File: src/rtl/ex.sv
// ToruMIPS execute stage: single-cycle logic/shift/arith, iterative 32-step DIV/DIVU with HI/LO port.
// Define TORU_DIV_EN to build the divider; otherwise DIV/DIVU act as NOPs and stall/HI/LO are tied low.
module ex (
  input  logic        clk,
  input  logic        rst,
  input  logic [7:0]  aluOp_i,
  input  logic [2:0]  aluSel_i,
  input  logic [31:0] reg1_i,
  input  logic [31:0] reg2_i,
  input  logic [4:0]  wd_i,
  input  logic        wreg_i,
  input  logic        flush_i,
  output logic [4:0]  wd_o,
  output logic        wreg_o,
  output logic [31:0] wdata_o,
  output logic        whilo_o,
  output logic [31:0] hi_o,
  output logic [31:0] lo_o,
  output logic        stallreq_o
);

  localparam logic [7:0] EXE_AND_OP  = 8'b0010_0100;
  localparam logic [7:0] EXE_OR_OP   = 8'b0010_0101;
  localparam logic [7:0] EXE_XOR_OP  = 8'b0010_0110;
  localparam logic [7:0] EXE_NOR_OP  = 8'b0010_0111;
  localparam logic [7:0] EXE_SLL_OP  = 8'b0111_1100;
  localparam logic [7:0] EXE_SRL_OP  = 8'b0000_0010;
  localparam logic [7:0] EXE_SRA_OP  = 8'b0000_0011;
  localparam logic [7:0] EXE_SLT_OP  = 8'b0010_1010;
  localparam logic [7:0] EXE_SLTU_OP = 8'b0010_1011;
  localparam logic [7:0] EXE_ADD_OP  = 8'b0010_0000;
  localparam logic [7:0] EXE_ADDU_OP = 8'b0010_0001;
  localparam logic [7:0] EXE_SUB_OP  = 8'b0010_0010;
  localparam logic [7:0] EXE_SUBU_OP = 8'b0010_0011;
  localparam logic [7:0] EXE_DIV_OP  = 8'b0001_1010;
  localparam logic [7:0] EXE_DIVU_OP = 8'b0001_1011;

  localparam logic [2:0] EXE_RES_NOP        = 3'b000;
  localparam logic [2:0] EXE_RES_LOGIC      = 3'b001;
  localparam logic [2:0] EXE_RES_SHIFT      = 3'b010;
  localparam logic [2:0] EXE_RES_ARITHMETIC = 3'b100;

  logic        is_div;
  logic [31:0] logic_res;
  logic [31:0] shift_res;
  logic [31:0] arith_res;
  logic [31:0] sum_res;
  logic [31:0] diff_res;
  logic        ov_add;
  logic        ov_sub;
  logic        ov_block;
  logic        slt_res;
  logic        sltu_res;
  logic [31:0] result;

  assign is_div = (aluOp_i == EXE_DIV_OP) || (aluOp_i == EXE_DIVU_OP);

  always_comb begin
    logic_res = '0;
    case (aluOp_i)
      EXE_OR_OP:  logic_res = reg1_i | reg2_i;
      EXE_AND_OP: logic_res = reg1_i & reg2_i;
      EXE_XOR_OP: logic_res = reg1_i ^ reg2_i;
      EXE_NOR_OP: logic_res = ~(reg1_i | reg2_i);
      default:    logic_res = '0;
    endcase
  end

  always_comb begin
    shift_res = '0;
    case (aluOp_i)
      EXE_SLL_OP: shift_res = reg2_i << reg1_i[4:0];
      EXE_SRL_OP: shift_res = reg2_i >> reg1_i[4:0];
      EXE_SRA_OP: shift_res = $unsigned($signed(reg2_i) >>> reg1_i[4:0]);
      default:    shift_res = '0;
    endcase
  end

  // Overflow is computed separately for add and sub so that subtracting 0x80000000 is caught.
  assign sum_res  = reg1_i + reg2_i;
  assign diff_res = reg1_i - reg2_i;
  assign ov_add   = (reg1_i[31] == reg2_i[31]) && (sum_res[31] != reg1_i[31]);
  assign ov_sub   = (reg1_i[31] != reg2_i[31]) && (diff_res[31] != reg1_i[31]);
  assign slt_res  = $signed(reg1_i) < $signed(reg2_i);
  assign sltu_res = reg1_i < reg2_i;

  always_comb begin
    arith_res = '0;
    ov_block  = 1'b0;
    case (aluOp_i)
      EXE_ADD_OP:  begin arith_res = sum_res;  ov_block = ov_add; end
      EXE_ADDU_OP: arith_res = sum_res;
      EXE_SUB_OP:  begin arith_res = diff_res; ov_block = ov_sub; end
      EXE_SUBU_OP: arith_res = diff_res;
      EXE_SLT_OP:  arith_res = {31'd0, slt_res};
      EXE_SLTU_OP: arith_res = {31'd0, sltu_res};
      default:     arith_res = '0;
    endcase
  end

  always_comb begin
    result = '0;
    case (aluSel_i)
      EXE_RES_LOGIC:      result = logic_res;
      EXE_RES_SHIFT:      result = shift_res;
      EXE_RES_ARITHMETIC: result = arith_res;
      EXE_RES_NOP:        result = '0;
      default:            result = '0;
    endcase
  end

  logic        div_whilo;
  logic        div_stall;
  logic [31:0] div_hi;
  logic [31:0] div_lo;

`ifdef TORU_DIV_EN
  typedef enum logic [1:0] {DIV_FREE, DIV_BY_ZERO, DIV_ON, DIV_END} div_state_e;

  div_state_e  state_q, state_d;
  logic [5:0]  cnt_q, cnt_d;
  logic [31:0] rem_q, rem_d;
  logic [31:0] quo_q, quo_d;
  logic [31:0] dvsr_q, dvsr_d;
  logic        neg_quo_q, neg_quo_d;
  logic        neg_rem_q, neg_rem_d;
  logic        div_signed;
  logic [32:0] shifted;
  logic [32:0] trial;

  always_ff @(posedge clk or posedge rst) begin
    if (rst) state_q <= DIV_FREE;
    else     state_q <= state_d;
  end

  always_comb begin
    state_d = state_q;
    case (state_q)
      DIV_FREE:    if (is_div && !flush_i) state_d = (reg2_i == '0) ? DIV_BY_ZERO : DIV_ON;
      DIV_BY_ZERO: state_d = DIV_END;
      DIV_ON:      if (cnt_q == 6'd31) state_d = DIV_END;
      DIV_END:     state_d = DIV_FREE;
      default:     state_d = DIV_FREE;
    endcase
    if (flush_i) state_d = DIV_FREE;
  end

  always_ff @(posedge clk or posedge rst) begin
    if (rst) begin
      cnt_q     <= '0;
      rem_q     <= '0;
      quo_q     <= '0;
      dvsr_q    <= '0;
      neg_quo_q <= 1'b0;
      neg_rem_q <= 1'b0;
    end else begin
      cnt_q     <= cnt_d;
      rem_q     <= rem_d;
      quo_q     <= quo_d;
      dvsr_q    <= dvsr_d;
      neg_quo_q <= neg_quo_d;
      neg_rem_q <= neg_rem_d;
    end
  end

  assign div_signed = (aluOp_i == EXE_DIV_OP);
  // quo_q starts as the dividend and fills with quotient bits from the bottom as it shifts out.
  assign shifted    = {rem_q, quo_q[31]};
  assign trial      = shifted - {1'b0, dvsr_q};

  always_comb begin
    cnt_d     = cnt_q;
    rem_d     = rem_q;
    quo_d     = quo_q;
    dvsr_d    = dvsr_q;
    neg_quo_d = neg_quo_q;
    neg_rem_d = neg_rem_q;
    case (state_q)
      DIV_FREE: begin
        if (is_div && !flush_i) begin
          cnt_d = '0;
          rem_d = '0;
          if (reg2_i == '0) begin
            quo_d     = '0;
            dvsr_d    = '0;
            neg_quo_d = 1'b0;
            neg_rem_d = 1'b0;
          end else begin
            quo_d     = (div_signed && reg1_i[31]) ? (32'd0 - reg1_i) : reg1_i;
            dvsr_d    = (div_signed && reg2_i[31]) ? (32'd0 - reg2_i) : reg2_i;
            neg_quo_d = div_signed && (reg1_i[31] ^ reg2_i[31]);
            neg_rem_d = div_signed && reg1_i[31];
          end
        end
      end
      DIV_ON: begin
        cnt_d = cnt_q + 6'd1;
        if (!trial[32]) begin
          rem_d = trial[31:0];
          quo_d = {quo_q[30:0], 1'b1};
        end else begin
          rem_d = shifted[31:0];
          quo_d = {quo_q[30:0], 1'b0};
        end
      end
      default: ;
    endcase
  end

  always_comb begin
    div_stall = is_div && (state_q != DIV_END) && !flush_i;
    div_whilo = (state_q == DIV_END) && !flush_i;
    div_lo    = '0;
    div_hi    = '0;
    if (div_whilo) begin
      div_lo = neg_quo_q ? (32'd0 - quo_q) : quo_q;
      div_hi = neg_rem_q ? (32'd0 - rem_q) : rem_q;
    end
  end
`else
  logic unused_clk;
  assign unused_clk = clk;
  assign div_stall  = 1'b0;
  assign div_whilo  = 1'b0;
  assign div_hi     = '0;
  assign div_lo     = '0;
`endif

  always_comb begin
    wd_o       = wd_i;
    wreg_o     = wreg_i && !ov_block && !is_div && !flush_i;
    wdata_o    = result;
    whilo_o    = div_whilo;
    hi_o       = div_hi;
    lo_o       = div_lo;
    stallreq_o = div_stall;
    if (rst) begin
      wd_o       = '0;
      wreg_o     = 1'b0;
      wdata_o    = '0;
      whilo_o    = 1'b0;
      hi_o       = '0;
      lo_o       = '0;
      stallreq_o = 1'b0;
    end
  end

endmodule

File: config.mk
export PLATFORM = sky130hd
export DESIGN_NAME = ex
export DESIGN_NICKNAME = d
export VERILOG_FILES = /design/src/rtl/ex.sv
export SDC_FILE = /design/constraint.sdc
export NUM_CORES = 1
export LEC_CHECK = 0
export CAP_MARGIN = 15
export CORE_MARGIN = 2
export CORE_UTILIZATION = 40
export DETAILED_ROUTE_END_ITERATION = 6
export GPL_TIMING_DRIVEN = 0
export PLACE_DENSITY = 0.6
export SYNTH_ARGS = -nofsm -noshare
export SYNTH_HDL_FRONTEND = slang
export SYNTH_SLANG_ARGS = --single-unit
File: constraint.sdc
create_clock -name vclk -period 9.15
set_clock_uncertainty 0.1 [all_clocks]
set_input_delay 1.83 -clock vclk [all_inputs]
set_output_delay 1.83 -clock vclk [all_outputs]
set_load 0.01 [all_outputs]
==> flow_summary.ini, run 1 <==
[min_path]
hold_class = primary input to output pin
hold_start = wd_i[0]
holdPathStages = 3
holdPathEnd = wd_o[0]

[detailed_routing]
route.vias.total = 12400
viasPerCell = 6.31
postRouteAntennaNets = 0
first_pass_iters = 6
wirelength_mm = 51.5
drc = 0
drt_iter0_markers = 1472
wl_per_cell_um = 26.2

[global_routing]
grt_use_met2_pct = 60.9
grt_usage_pct = 38.6
grt_pass1_wl_mm = 75.3
grt_max_degree = 20
first_global_vias = 11600
globalRouteOverflowTotal = 0
top_usage_layer = met2
antenna_found_initial = 0
grt.met1_usage_pct = 53.0
grt_use_met3_pct = 5.91

[critical_path]
critical_path.top_delay_family = compound AO/OA/AOI/OAI gates
path_buf_inv = 5
endpoint_kind = output pin
critPathRequiredTime_ns = 7.22
crit_chain = clkdlybuf4s50_1 -> clkbuf_2 -> inv_1 -> clkbuf_2 -> ha_1 -> o211ai_1 -> o21ai_0 -> o21ai_0 -> a211oi_1 -> a31oi_1 -> o21a_1 -> o211ai_1 -> xor2_1 -> a221oi_1 -> nor2_1 -> clkdlybuf4s50_1
startpoint_type = primary input
crit_type = primary input to output pin
max_stage_delay_ns = 0.58
startpoint = reg1_i[3]
critPathArrivalTime_ns = 7.27
path_max_fanout = 12
slowest_stage = a211oi_1

[die]
die_w_um = 159
pin_count = 188
die_y_um = 159
core.rowCount = 56
start_util_pct = 41.0
core_area_um2 = 23600
dieArea_um2 = 25400

[sta]
layout_min_cycle_time_ns = 9.20
final-setup-viol-count = 1
slew_violations = 0
timing.hold.ws_ns = 4.53
max_freq_ghz = 0.109
worst_pin_slew_ns = 1.12
rsz0062_at_grt = false
worst_slack_ns = -0.0461
hold_viol_final = 0
slew_headroom_pct = 24.6
period_share_pct = 101

[place]
gp_congestion = 1.06
dpl.hpwl_mm = 42.2
port_buffers = 121
numPlacedInstances = 1967

[status]
violations = negative setup slack
outcome = complete, but fails checks

[cells_and_area]
post-route-util_pct = 48.9
fillCellCount = 2533
layout.cells.non_filler = 1963
n_antenna_cell = 0
final_common_cell = nor2_1
area_delta_synth_final_pct = 19.3
n_clock_buffer = 0
seq_cell_count = 0
drive_gt1_share_pct = 9.37
seq_area_um2 = 0
mostFrequentLayoutCells = nor2_1, nand2_1, clkdlybuf4s50_1
final_nets = 1834

[pwr]
internal_power_mw = 0.243
ir_worst_vdd_mv = 0.0430
p_clk_share_pct = 0
combPwrFrac_pct = 100.0
power_density_nw_per_um2 = 57.9
power.leakage_nw = 4.91
swShare_pct = 63.6
switchingPower_mw = 0.425
seqPwrFrac_pct = 0

[run]
max_cap_viol_count = 0

[synth]
postSynthCellCount = 1460
yosys_warnings = 0
synth_cell_types = 77
syn_avg_cell_area_um2 = 6.62
yosysSeqAreaShare_pct = 0
synth_area_um2 = 9670

[clock_tree]
postCtsHoldBufs = 0
cts_setup_buffers = 0
[through the flow]
stage	area [um2]	total power, mW	setup slack, ns	TNS (ns)
after floorplan	9920	0.413	2.07	0
after detailed placement	11500	0.640	-0.417	-3.26
final	11500	0.668	-0.0461	-0.0461
after global routing	11500	0.706	0.0261	0
after CTS	11500	0.642	0.0461	0
after global placement	11500	0.641	-0.491	-3.39
[per-layer routing]
| metal | vias to the layer above | share of wire, % |
|---|---|---|
| met5 | - | 0 |
| met1 | 5823 | 41 |
| met2 | 908 | 43 |
| li1 | 5523 | - |
| met3 | 140 | 11 |
| met4 | 0 | 4.5 |
[power groups by stage]
stage | logic [mW] | clock network (mW) | registers [mW]
floorplan | 0.413 | 0 | 0
global placement | 0.641 | 0 | 0
detailed placement | 0.640 | 0 | 0
CTS | 0.642 | 0 | 0
global route | 0.706 | 0 | 0
finish | 0.668 | 0 | 0
[worst max path at each step]
stage                        endpoint  cells after the start  slack, ns
after floorplan           wdata_o[28]                     16       2.07
after global placement    wdata_o[27]                     16      -0.49
after detailed placement  wdata_o[27]                     16      -0.42
after CTS                 wdata_o[27]                     15       0.05
after global routing      wdata_o[25]                     17       0.03
final                     wdata_o[27]                     16      -0.05
[logic make-up (layout without fill, tap and decap cells)]
family                     Yosys count  count (layout)  share of synthesized area (%)
adders and majority gates          104             104                           13.6
buffers and inverters              284             403                           13.9
other                                1              66                         0.0388
AOI/OAI and AO/OA                  464             464                           31.1
muxes                              123             123                           16.3
xor gates and xnor gates            61              61                           5.52
and+or+nand+nor                    423             423                           19.6
[layout make-up]
| cell class | instances | area [um2] | share of cell area [%] |
|---|---|---|---|
| inverter | 101 | 379 | 3.29 |
| tap | 319 | 399 | 3.46 |
| buffer | 179 | 953 | 8.26 |
| timing repair buffer | 123 | 1230 | 10.7 |
| multi-input combinational | 1241 | 8570 | 74.3 |
[cells in the mapped netlist (5+ instances only)]
master | n | area (um2)
mux2_2 | 14 | 158
nand2_1 | 127 | 477
nor3_1 | 35 | 175
o21ai_0 | 106 | 531
o311ai_0 | 7 | 61.3
a211oi_1 | 39 | 293
nor2_1 | 168 | 631
or4_1 | 5 | 37.5
a22oi_1 | 10 | 75.1
o21bai_1 | 5 | 37.5
o211ai_1 | 26 | 195
o21a_1 | 5 | 37.5
o21ai_1 | 5 | 25.0
buf_4 | 67 | 503
nor2b_1 | 15 | 93.8
inv_1 | 97 | 364
nand2b_1 | 13 | 81.3
xor2_1 | 9 | 78.8
a21o_1 | 11 | 82.6
o31ai_1 | 9 | 67.6
o22ai_1 | 22 | 138
a31oi_1 | 22 | 138
a21oi_1 | 120 | 601
nand4_1 | 7 | 43.8
xnor2_1 | 52 | 455
mux2i_1 | 83 | 831
nand3_1 | 18 | 90.1
ha_1 | 102 | 1280
clkbuf_1 | 73 | 274
o221ai_1 | 6 | 52.6
buf_1 | 22 | 82.6
a311oi_1 | 5 | 43.8
buf_2 | 21 | 105
mux4_2 | 26 | 586
a221oi_1 | 14 | 123
[repair_timing]
action | CTS | global route
hold endpoints to repair | 0 | 0
gates resized for setup | 2 | 2
cloned | 0 | 0
setup endpoints to repair | 15 | 8
(Power assumes the default switching activity.)
==> run 2, diff against run 1 <==
--- a/config.mk
+++ b/config.mk
@@ -5,12 +5,12 @@
 export SDC_FILE = /design/constraint.sdc
 export NUM_CORES = 1
 export LEC_CHECK = 0
-export CAP_MARGIN = 15
 export CORE_MARGIN = 2
 export CORE_UTILIZATION = 40
 export DETAILED_ROUTE_END_ITERATION = 6
 export GPL_TIMING_DRIVEN = 0
-export PLACE_DENSITY = 0.6
+export PLACE_DENSITY = 0.63
+export SETUP_SLACK_MARGIN = 0.05
 export SYNTH_ARGS = -nofsm -noshare
 export SYNTH_HDL_FRONTEND = slang
 export SYNTH_SLANG_ARGS = --single-unit
==> constraint.sdc (replaced) <==
create_clock -name vclk -period 8
set_clock_uncertainty 0.1 [all_clocks]
set_input_delay 1.6 -clock vclk [all_inputs]
set_output_delay 1.6 -clock vclk [all_outputs]
set_load 0.01 [all_outputs]
==> run 2 against run 1 <==
The flow now finishes without violations; worst hold slack lost 0.45 ns; critical endpoint is now wdata_o[7]; design area grew 1.2%; sequential share of layout area is the same; first-iteration DRC count shrank 3.5%; via count shrank 0.96%; highest routed layer unchanged; flip-flop and latch count is the same; worst setup slack gained 0.14 ns; die area is the same; combinational power grew 16%; total power grew 16%.
==> flow_summary.ini, run 2 (same netlist as run 1, synthesis figures left out) <==
[status]
outcome = finished, final reports clean

[sta]
worst_pin_slew_ns = 1.37
max_freq_ghz = 0.127
period_share_pct = 98.8
tns_ns = 0
final-setup-viol-count = 0
layout_min_cycle_time_ns = 7.90
hold_viol_final = 0
rsz0062_at_grt = false
slew_violations = 0
slew_headroom_pct = 8.19

[die]
die_w_um = 159
dieArea_um2 = 25400
die_y_um = 159
core.rowCount = 56
pin_count = 188
start_util_pct = 41.0
core_area_um2 = 23600

[global_routing]
grt_usage_pct = 38.2
antenna_found_initial = 0
first_global_vias = 11600
grt_pass1_wl_mm = 74.4
grt_max_degree = 29
globalRouteOverflowTotal = 0

[cells_and_area]
mostFrequentLayoutCells = nor2_1, nand2_1, a21oi_1, clkdlybuf4s50_1, o21ai_0
drive_gt1_share_pct = 10.7
final_nets = 1835
area_delta_synth_final_pct = 20.7
n_antenna_cell = 0
n_clock_buffer = 0
final_area_um2 = 11700
final_common_cell = nor2_1
seq_area_um2 = 0
seq_cell_count = 0

[run]
max_cap_viol_count = 0

[min_path]
holdPathStages = 3
hold_start = wd_i[3]
holdPathEnd = wd_o[3]
hold_class = primary input to output pin

[place]
gp_congestion = 1.04
port_buffers = 121
dpl.hpwl_mm = 42.2
placed_area_um2 = 11500

[detailed_routing]
postRouteAntennaNets = 0
viasPerCell = 6.25
route.vias.total = 12300
wl_per_cell_um = 26.1
drt_iter0_markers = 1421
drc = 0
wirelength_mm = 51.2
first_pass_iters = 6

[critical_path]
endpoint_kind = output pin
startpoint_type = primary input
critPathArrivalTime_ns = 6.20
path_max_fanout = 10
critPathRequiredTime_ns = 6.30
crit_type = primary input to output pin
startpoint = reg1_i[2]

[pwr]
seqPwrFrac_pct = 0
internal_power_mw = 0.284
power_density_nw_per_um2 = 66.4
power.leakage_nw = 4.95
switchingPower_mw = 0.491
swShare_pct = 63.3
p_clk_share_pct = 0
ir_worst_vdd_mv = 0.0376
combPwrFrac_pct = 100.0

[clock_tree]
postCtsHoldBufs = 0
## run 2: changes by cell type in the layout (fill, tap and decap cells not counted), moves of 3 or more
cell      before  now
o21ai_2        2    6
clkbuf_1      68   65
buf_4         67   73
a211oi_1      39   36
a211oi_2       1    4
## run 2: worst max-delay path by stage
stage,endpoint,slack [ns],cells after the start
6_report,wdata_o[7],0.1,11
5_1_grt,wdata_o[16],0.06,17
4_1_cts,wdata_o[17],0.05,14
3_5_place_dp,wreg_o,-1.17,18
3_3_place_gp,wreg_o,-1.11,18
2_1_floorplan,wdata_o[28],1.38,16
## run 2: area by class of cell
cell class / count / area [um2]
multi-input cells: 1241 / 8670
well taps: 319 / 399
fillers: 2526 / 11900
inverters: 101 / 394
plain buffers: 178 / 962
repair buffers: 125 / 1250
## run 2: power groups by stage
| stage | Clock, mW | Combinational (mW) | Sequential, mW |
|---|---|---|---|
| 2_1_floorplan | 0 | 0.473 | 0 |
| 3_3_place_gp | 0 | 0.735 | 0 |
| 3_5_place_dp | 0 | 0.734 | 0 |
| 4_1_cts | 0 | 0.740 | 0 |
| 5_1_grt | 0 | 0.821 | 0 |
| 6_report | 0 | 0.775 | 0 |
## run 2: metal layers
metal | vias up | track usage (%) | wire length [um]
met5 | - | 0 | 0
met4 | 0 | 17.8 | 2780
met3 | 167 | 7.32 | 5540
met2 | 859 | 58.6 | 22000
met1 | 5729 | 51.4 | 20900
li1 | 5520 | - | -
## run 2: per-stage QoR
| step | hold WS [ns] | instances | worst slack, ns | total power [mW] | utilization, % |
|---|---|---|---|---|---|
| floorplan | 3.15 | 1525 | 1.38 | 0.473 | - |
| global placement | 4.08 | 1965 | -1.11 | 0.735 | 48.8 |
| detailed placement | 4.09 | 1965 | -1.17 | 0.734 | 48.8 |
| CTS | 4.09 | 1962 | 0.0511 | 0.740 | 49.0 |
| global route | 4.12 | 1964 | 0.0584 | 0.821 | 49.4 |
| finish | 4.08 | 1964 | 0.0950 | 0.775 | 49.4 |
## run 2: repair_timing
item / CTS / global route
resized for setup: 17 / 25
endpoints found under the hold margin: 0 / 0
pin swaps: 0 / 1
buffers inserted: 1 / 3
endpoints found under the setup margin: 25 / 18
cloned: 0 / 0
## run 2: worst max-delay path, cell delays in order
cell	delay [ns]
clkdlybuf4s50_1	0.54
buf_4	0.23
buf_1	0.56
buf_1	0.56
clkbuf_1	0.59
nor2_1	0.13
a211oi_1	0.55
a211oi_1	0.15
o311ai_1	0.59
a21oi_1	0.17
clkdlybuf4s50_1	0.52
==> run 3, diff against run 2 <==
--- a/config.mk
+++ b/config.mk
@@ -5,11 +5,13 @@
 export SDC_FILE = /design/constraint.sdc
 export NUM_CORES = 1
 export LEC_CHECK = 0
+export CELL_PAD_IN_SITES_DETAIL_PLACEMENT = 2
+export CELL_PAD_IN_SITES_GLOBAL_PLACEMENT = 2
 export CORE_MARGIN = 2
-export CORE_UTILIZATION = 40
+export CORE_UTILIZATION = 27
 export DETAILED_ROUTE_END_ITERATION = 6
 export GPL_TIMING_DRIVEN = 0
-export PLACE_DENSITY = 0.63
+export PLACE_DENSITY = 0.77
 export SETUP_SLACK_MARGIN = 0.05
 export SYNTH_ARGS = -nofsm -noshare
 export SYNTH_HDL_FRONTEND = slang
==> run 3 against run 2 <==
Wire length increased by 18%; worst hold slack got worse by 0.0028 ns; total power increased by 3.8%; final cell count increased by 7.1%; maximum frequency decreased by 0.43%; highest routed layer is now met5; critical path type unchanged; critical path depth increased by 3; non-clock buffer count decreased by 2; die area increased by 47%.
==> flow_summary.ini, run 3 (same netlist as run 1, synthesis figures left out) <==
[place]
dpl.hpwl_mm = 50.1
gp_congestion = 0.994
port_buffers = 121

[global_routing]
grt_usage_pct = 31.1
first_global_vias = 13100
globalRouteOverflowTotal = 0
antenna_found_initial = 1
grt_max_degree = 29
grt_pass1_wl_mm = 88.8

[sta]
max_freq_ghz = 0.126
hold_viol_final = 0
rsz0062_at_grt = true
layout_min_cycle_time_ns = 7.94
period_share_pct = 99.2
slew_violations = 0
worst_pin_slew_ns = 1.33
final-setup-viol-count = 0
slew_headroom_pct = 10.5

[status]
outcome = finished, final reports clean

[cells_and_area]
area_delta_synth_final_pct = 22.6
n_clock_buffer = 0
drive_gt1_share_pct = 10.7
final_nets = 1833
seq_area_um2 = 0
post-route-util_pct = 33.5
mostFrequentLayoutCells = nor2_1, nand2_1, a21oi_1
seq_cell_count = 0
final_common_cell = nor2_1
n_antenna_cell = 0

[die]
start_util_pct = 27.3
dieArea_um2 = 37400
core.rowCount = 69
pin_count = 188
die_y_um = 193
die_w_um = 193
core_area_um2 = 35400

[detailed_routing]
viasPerCell = 5.93
drt_iter0_markers = 973
drc = 0
wirelength_mm = 60.4
wl_per_cell_um = 28.7
first_pass_iters = 5
postRouteAntennaNets = 0
route.vias.total = 12500

[min_path]
hold_class = primary input to output pin

[critical_path]
critPathArrivalTime_ns = 6.24
slowest_stage = clkdlybuf4s50_1
max_stage_delay_ns = 0.78
endpoint_kind = output pin
startpoint_type = primary input
crit_chain = clkdlybuf4s50_1 -> inv_1 -> ha_1 -> a21oi_1 -> o211ai_1 -> a211oi_1 -> a211oi_2 -> a31oi_2 -> o21ai_0 -> a211o_1 -> o21ai_1 -> xor2_1 -> o22ai_1 -> clkdlybuf4s50_1
path_max_fanout = 10
critPathRequiredTime_ns = 6.30
crit_type = primary input to output pin
cpMostUsedCell = clkdlybuf4s50_1
startpoint = reg2_i[14]
worstSetupEndpoint = wdata_o[31]

[clock_tree]
postCtsHoldBufs = 0

[pwr]
power.leakage_nw = 4.99
ir_worst_vdd_mv = 0.0215
power_density_nw_per_um2 = 67.8
fin_total_pwr_mw = 0.805

[run]
max_cap_viol_count = 0
## run 3: changes by cell type in the layout (fill, tap and decap cells not counted), moves of 3 or more
cell and change:
clkbuf_1 -3, clkdlybuf4s50_1 -4, dlymetal6s2s_1 +3, o21ai_1 +4
## run 3: final cells by class
cell class                      instances  area [um2]
Timing Repair Buffer                  125        1250
Fill cell                            4315       23500
Tap cell                              461         577
Inverter                              101         392
Multi-Input combinational cell       1241        8680
Buffer                                176         957
## run 3: where the power goes
group	internal, mW	total [mW]	switching [mW]
registers	0	0	0
clock network	0	0	0
logic	0.285	0.805	0.519
## run 3: critical path, delay by kind of cell
kind	cells	cell delay, ns
AO/OA/AOI/OAI	9	2.36
adder cells (fa/ha/maj)	1	0.53
buffers and inverters	3	1.65
XOR/XNOR	1	0.09
## run 3: worst min-delay path by stage
stage	from	cells after the start	endpoint	slack [ns]
after floorplan	rst	1	wd_o[0]	3.15
after global placement	wd_i[0]	3	wd_o[0]	4.07
after detailed placement	wd_i[1]	3	wd_o[1]	4.09
after CTS	wd_i[1]	3	wd_o[1]	4.09
after global routing	wd_i[3]	3	wd_o[3]	4.12
final	wd_i[1]	3	wd_o[1]	4.08
## run 3: per-layer routing
| metal | global-route usage [%] | wire length, um | up-vias |
|---|---|---|---|
| li1 | - | - | 5494 |
| met1 | 42.2 | 26300 | 6299 |
| met3 | 3.03 | 4090 | 108 |
| met2 | 51.1 | 27500 | 579 |
| met4 | 11.0 | 2570 | 2 |
| met5 | 0 | 13 | - |
## run 3: metrics by stage
stage / hold slack [ns] / setup TNS [ns] / std cells / cell area [um2] / setup slack, ns
after global placement: 4.07 / -22.88 / 2107 / 11700 / -1.35
after floorplan: 3.15 / 0 / 1525 / 9920 / 1.38
after detailed placement: 4.09 / -24.81 / 2107 / 11700 / -1.40
after global routing: 4.12 / 0 / 2104 / 11900 / 0.0314
after CTS: 4.09 / 0 / 2104 / 11800 / 0.0372
final: 4.08 / 0 / 2104 / 11900 / 0.0607
## run 3: timing repair
item                                    4_1_cts  5_1_grt
pin swaps                                     0        4
hold endpoints to repair                      0        0
gates resized for setup                      28       23
buffers inserted                              1        3
endpoints found under the setup margin       28       18
